==> src/rtl/mul_arbiter.sv <==
// Round-robin arbiter sharing one modular multiplier (a*b mod 3329) between
// N_REQ requesters. It tags each in-flight op with its owner id and routes the
// multiplier result back as a one-cycle rsp_valid pulse to that owner.
// A stop input halts new grants and lets the pipeline drain.
// Optional build macro MUL_ARB_STATS_EN adds a saturating accept counter (issue_cnt).
module mul_arbiter #(
    parameter int unsigned N_REQ   = 4,
    parameter int unsigned W       = 12,
    parameter int unsigned MUL_LAT = 2
) (
    input  logic               clk,
    input  logic               rst_n,
    input  logic [N_REQ-1:0]   req_valid,
    output logic [N_REQ-1:0]   req_ready,
    input  logic [N_REQ*W-1:0] req_a,
    input  logic [N_REQ*W-1:0] req_b,
    output logic [N_REQ-1:0]   rsp_valid,
    output logic [W-1:0]       rsp_r,
    input  logic               stop,
    output logic               idle,
    output logic               mul_en,
    output logic [W-1:0]       mul_a,
    output logic [W-1:0]       mul_b,
    input  logic [W-1:0]       mul_r
`ifdef MUL_ARB_STATS_EN
    ,
    output logic [15:0]        issue_cnt
`endif
);

    localparam int unsigned IdW = (N_REQ > 1) ? $clog2(N_REQ) : 1;

    typedef enum logic [1:0] {StIdle, StRun, StDrain} state_e;

    state_e               state_q, state_d;
    logic [IdW-1:0]       rr_ptr_q;
    logic                 iss_v_q;
    logic [IdW-1:0]       iss_id_q;
    logic [W-1:0]         mul_a_q, mul_b_q;
    logic [MUL_LAT-1:0]   tag_v_q;
    logic [IdW-1:0]       tag_id_q [MUL_LAT];
    logic [N_REQ-1:0]     rsp_valid_q;
    logic [W-1:0]         rsp_r_q;

    logic                 grant_found;
    logic [IdW-1:0]       grant_id;
    logic [W-1:0]         sel_a, sel_b;
    logic [N_REQ-1:0]     rsp_oh;
    logic                 pipe_busy;

    // Round-robin search from rr_ptr; reset, stop and drain suppress any grant.
    always_comb begin
        logic [IdW-1:0] idx;
        grant_found = 1'b0;
        grant_id    = '0;
        idx         = '0;
        for (int unsigned k = 0; k < N_REQ; k++) begin
            idx = IdW'((32'(rr_ptr_q) + k) % N_REQ);
            if (!grant_found && req_valid[idx]) begin
                grant_found = 1'b1;
                grant_id    = idx;
            end
        end
        if (!rst_n || stop || (state_q == StDrain)) begin
            grant_found = 1'b0;
        end
    end

    // Decode grant to one-hot ready and mux the granted operands.
    always_comb begin
        req_ready = '0;
        sel_a     = '0;
        sel_b     = '0;
        for (int unsigned k = 0; k < N_REQ; k++) begin
            if (grant_found && (grant_id == IdW'(k))) begin
                req_ready[k] = 1'b1;
                sel_a        = req_a[k*W +: W];
                sel_b        = req_b[k*W +: W];
            end
        end
    end

    assign pipe_busy = iss_v_q | (|tag_v_q);

    // Owner one-hot for the op leaving the last tag stage.
    always_comb begin
        rsp_oh = '0;
        for (int unsigned k = 0; k < N_REQ; k++) begin
            rsp_oh[k] = tag_v_q[MUL_LAT-1] && (tag_id_q[MUL_LAT-1] == IdW'(k));
        end
    end

    // Next-state logic for the accept/drain FSM.
    always_comb begin
        state_d = state_q;
        unique case (state_q)
            StIdle:  if (grant_found) state_d = StRun;
            StRun: begin
                if (stop) begin
                    state_d = StDrain;
                end else if (!grant_found && !pipe_busy) begin
                    state_d = StIdle;
                end
            end
            StDrain: if (!pipe_busy) state_d = StIdle;
            default: state_d = StIdle;
        endcase
    end

    // State, round-robin pointer and issue stage registers.
    always_ff @(posedge clk) begin
        if (!rst_n) begin
            state_q  <= StIdle;
            rr_ptr_q <= '0;
            iss_v_q  <= 1'b0;
            iss_id_q <= '0;
            mul_a_q  <= '0;
            mul_b_q  <= '0;
        end else begin
            state_q <= state_d;
            iss_v_q <= grant_found;
            if (grant_found) begin
                rr_ptr_q <= IdW'((32'(grant_id) + 1) % N_REQ);
                iss_id_q <= grant_id;
                mul_a_q  <= sel_a;
                mul_b_q  <= sel_b;
            end
        end
    end

    // Tag pipe advances in lockstep with the multiplier (only while mul_en is high).
    always_ff @(posedge clk) begin
        if (!rst_n) begin
            tag_v_q <= '0;
            for (int unsigned i = 0; i < MUL_LAT; i++) tag_id_q[i] <= '0;
        end else if (mul_en) begin
            tag_v_q[0]  <= iss_v_q;
            tag_id_q[0] <= iss_id_q;
            for (int unsigned i = 1; i < MUL_LAT; i++) begin
                tag_v_q[i]  <= tag_v_q[i-1];
                tag_id_q[i] <= tag_id_q[i-1];
            end
        end
    end

    // Response register: capture mul_r and pulse the owner's valid bit.
    always_ff @(posedge clk) begin
        if (!rst_n) begin
            rsp_valid_q <= '0;
            rsp_r_q     <= '0;
        end else begin
            rsp_valid_q <= rsp_oh;
            if (tag_v_q[MUL_LAT-1]) rsp_r_q <= mul_r;
        end
    end

`ifdef MUL_ARB_STATS_EN
    logic [15:0] issue_cnt_q;

    // Saturating count of accepted operand pairs.
    always_ff @(posedge clk) begin
        if (!rst_n) begin
            issue_cnt_q <= '0;
        end else if (grant_found && (issue_cnt_q != 16'hFFFF)) begin
            issue_cnt_q <= issue_cnt_q + 16'd1;
        end
    end

    assign issue_cnt = issue_cnt_q;
`endif

    assign mul_en    = pipe_busy;
    assign mul_a     = mul_a_q;
    assign mul_b     = mul_b_q;
    assign rsp_valid = rsp_valid_q;
    assign rsp_r     = rsp_r_q;
    assign idle      = (state_q == StIdle);

endmodule

==> config.mk <==
export PLATFORM = sky130hd
export DESIGN_NAME = mul_arbiter
export DESIGN_NICKNAME = d
export VERILOG_FILES = /design/src/rtl/mul_arbiter.sv
export SDC_FILE = /design/constraint.sdc
export NUM_CORES = 1
export LEC_CHECK = 0
export ABC_AREA = 1
export CORE_MARGIN = 2
export CORE_UTILIZATION = 40
export CTS_BUF_LIST = sky130_fd_sc_hd__clkbuf_8
export DETAILED_ROUTE_END_ITERATION = 8
export PLACE_DENSITY = 0.89
export SLEW_MARGIN = 20
export SYNTH_ARGS = -nofsm -noshare
export SYNTH_HDL_FRONTEND = slang
export SYNTH_SLANG_ARGS = --single-unit
==> constraint.sdc <==
create_clock -name clk -period 4.25 [get_ports clk]
set_clock_uncertainty 0.15 [all_clocks]
set_input_delay 0.85 -clock clk [delete_from_list [all_inputs] [get_ports clk]]
set_output_delay 0.85 -clock clk [all_outputs]
set_load 0.02 [all_outputs]
==> summary.txt <==
Gr usage total -> 0.224
Library cells used by synthesis -> 33
Tmin final -> 4.11 ns
Total CTS buffers -> 5
Via count -> 3964
Post-Syn Area per Cell -> 6.37 sq um
Reg2Reg Setup Slack -> 1.02 ns
Commonest non-fill, non-tap cells in the layout -> clkdlybuf4s50_1, nand2_1, nor2_1
Residual DRC -> 0
Syn_nets -> 664
Maxcap violations -> 0
Die Y -> 97.2 um
Area grow syn2layout -> 52.6%
CP endpoint -> req_ready[0]
Synth Register Bits -> 53
Root buf cell -> clkbuf_8
Antenna diode count -> 0
Setup violations, final -> 0
Arr. time, crit path -> 3.11 ns
Clock buffer depth -> 2
Post-synth top area share -> 0.283
Cell area after layout -> 5300 sq um
Worst hold path type -> reg2reg
Synth Cell Area -> 3470 sq um
P per Cell Area -> 308 nW/um^2
Crit share post-route -> 0.967
H-tree depth -> 2
Vias in the first global route -> 3967
CORE AREA -> 8300 sq um
I/O Buffers -> 160
Final ANT Viol Nets -> 0
Maximum clock rate -> 243 MHz
WL final -> 10600 um
Final non-filler cell total -> 811
Maximum VDD drop -> 0.000164 V
Clock sink total -> 53
Worst-path clk slew -> 0.11 ns
# rows -> 33
Fill cells -> 719
Fin Setup TNS -> 0 ns
Max-slew headroom -> 0.384
Synth top area cells -> dfxtp_1, nand2_1, nor2_1
Via-to-Cell Ratio -> 4.89
Dpl cells -> 802
First-pass GRT wire length -> 17900 um
Number of synthesis warnings -> 0
Outcome -> finished, final reports clean
Chip width -> 97.2 um
Share of layout cells above drive strength 1 -> 0.129
LEAKAGE -> 2.57 nW
Worst reg2reg path depth -> 17
Synth area leader -> dfxtp_1
Drt first-iter violations -> 184
Area after DPL -> 5210 sq um
Slew Viols, Final -> 0
Worst R2R End -> mul_b[6]
Starting Density -> 0.418
Post-layout nets -> 824
Tot Pwr -> 1.63 mW
Largest net degree at the start of global routing -> 33
I/O pins -> 161
CP Class -> in2out
CTS tree -> done
1st-pass router iterations -> 4
Die ar. -> 9440 sq um
Antenna violations before repair -> 0
Crit path required time -> 3.25 ns
Most common cell after layout, fill and taps aside -> clkdlybuf4s50_1
Worst setup SP type -> input port
Final GP Congestion -> 0.898
Worst slew pin tran -> 0.923 ns
Final Hold Vio Count -> 0
Worst setup path start -> req_valid[3]
Grt total ovfl -> 0
Post-DP HPWL -> 8420 um
Clock Latency Late Sink -> 0.30 ns
Wire length per cell -> 13.1 um
Synth Instances -> 545
Sequential area share after synthesis -> 0.317
Critical path fanouts, max -> 3
R2r startpoint -> rr_ptr_q[0]
Worst setup EP type -> output port
Hold Buf Count CTS -> 0
## state kept, by name (all words and copies together) (netlist names)
name / count
mul_b: 12
iss_id_q: 2
tag_v_q: 2
state_q: 2
rsp_r: 12
mul_a: 12
tag_id_q: 4
rsp_valid: 4
iss_v_q: 1
rr_ptr_q: 2
## layer usage
layer / wire (um) / share of wire / GRT usage / up-vias
li1: - / - / - / 2021
met1: 4310 / 0.40 / 0.274 / 1782
met2: 5500 / 0.52 / 0.408 / 139
met3: 558 / 0.052 / 0.0245 / 22
met4: 282 / 0.026 / 0.0715 / 0
met5: 0 / 0 / 0 / -
## power breakdown
| group | total (mW) | switching, mW | internal (mW) |
|---|---|---|---|
| registers | 0.559 | 0.0218 | 0.537 |
| clock network | 0.292 | 0.174 | 0.117 |
| logic | 0.782 | 0.444 | 0.338 |
| total | 1.63 | 0.640 | 0.993 |
## how the worst min path moves through the flow
| stage | endpoint | slack (ns) | cells past startpoint | startpoint |
|---|---|---|---|---|
| floorplan | tag_v_q[1] | 0.26 | 2 | tag_v_q[0] |
| global placement | tag_v_q[1] | 0.26 | 2 | tag_v_q[0] |
| detailed placement | tag_v_q[1] | 0.27 | 2 | tag_v_q[0] |
| CTS | tag_v_q[1] | 0.29 | 2 | tag_v_q[0] |
| global route | tag_v_q[1] | 0.31 | 2 | tag_v_q[0] |
| finish | tag_v_q[1] | 0.29 | 2 | tag_v_q[0] |
## per-stage QoR
step,utilization,setup WS (ns),hold WS [ns]
floorplan,-,0.622,0.257
global placement,0.628,-0.0679,0.260
detailed placement,0.628,-0.225,0.272
CTS,0.638,0.0230,0.293
global route,0.638,-0.00444,0.308
finish,0.638,0.142,0.291
## synthesized netlist by cell type, drive strengths merged
library cell and instances:
o211ai 16, buf 14, ha 4, clkinv 1
nand2 168, nand3 21, dfxtp 49, nor2 91
and2 1, a21oi 31, o21ai 17, nand4 26
edfxtp 4, clkbuf 18, xor2 1, inv 75
o2111ai 1, nor3 6, a211oi 1
## layout make-up
class	count	area [sq um]	area share
flip-flops and latches	53	1100	0.208
repair buffers	185	1770	0.335
well taps	105	131	0.0248
inverters	76	290	0.0548
clock buffers	5	68.8	0.0130
multi-input cells	384	1910	0.361
clock inverters	3	22.5	0.00425
## critical path, cell delays in order
cell and delay (ns):
clkdlybuf4s50_1 0.48, inv_1 0.05, nand2_1 0.09, nand3_1 0.13, nand2_2 0.13, nor2_4 0.05
nand2_1 0.08, inv_1 0.06, nor2_1 0.11, xor2_1 0.20, nand2_1 0.14, ha_1 0.22
inv_1 0.14, nor2_8 0.05, dlygate4sd2_1 0.33
## cell families (layout without fill, tap and decap cells)
family | after synthesis | count (layout) | synth area share
fa+ha+maj | 4 | 4 | 0.0144
flops | 53 | 53 | 0.317
buf+inv | 108 | 269 | 0.134
xor+xnor | 1 | 1 | 0.00252
simple gates | 313 | 313 | 0.413
compound gates | 66 | 66 | 0.120
## what timing repair did
item	in CTS	in global routing
setup endpoints to repair	4	4
pin swaps	0	1
buffers inserted	0	1
resized for setup	4	7
Note: power is estimated with default switching activity, not from simulation.
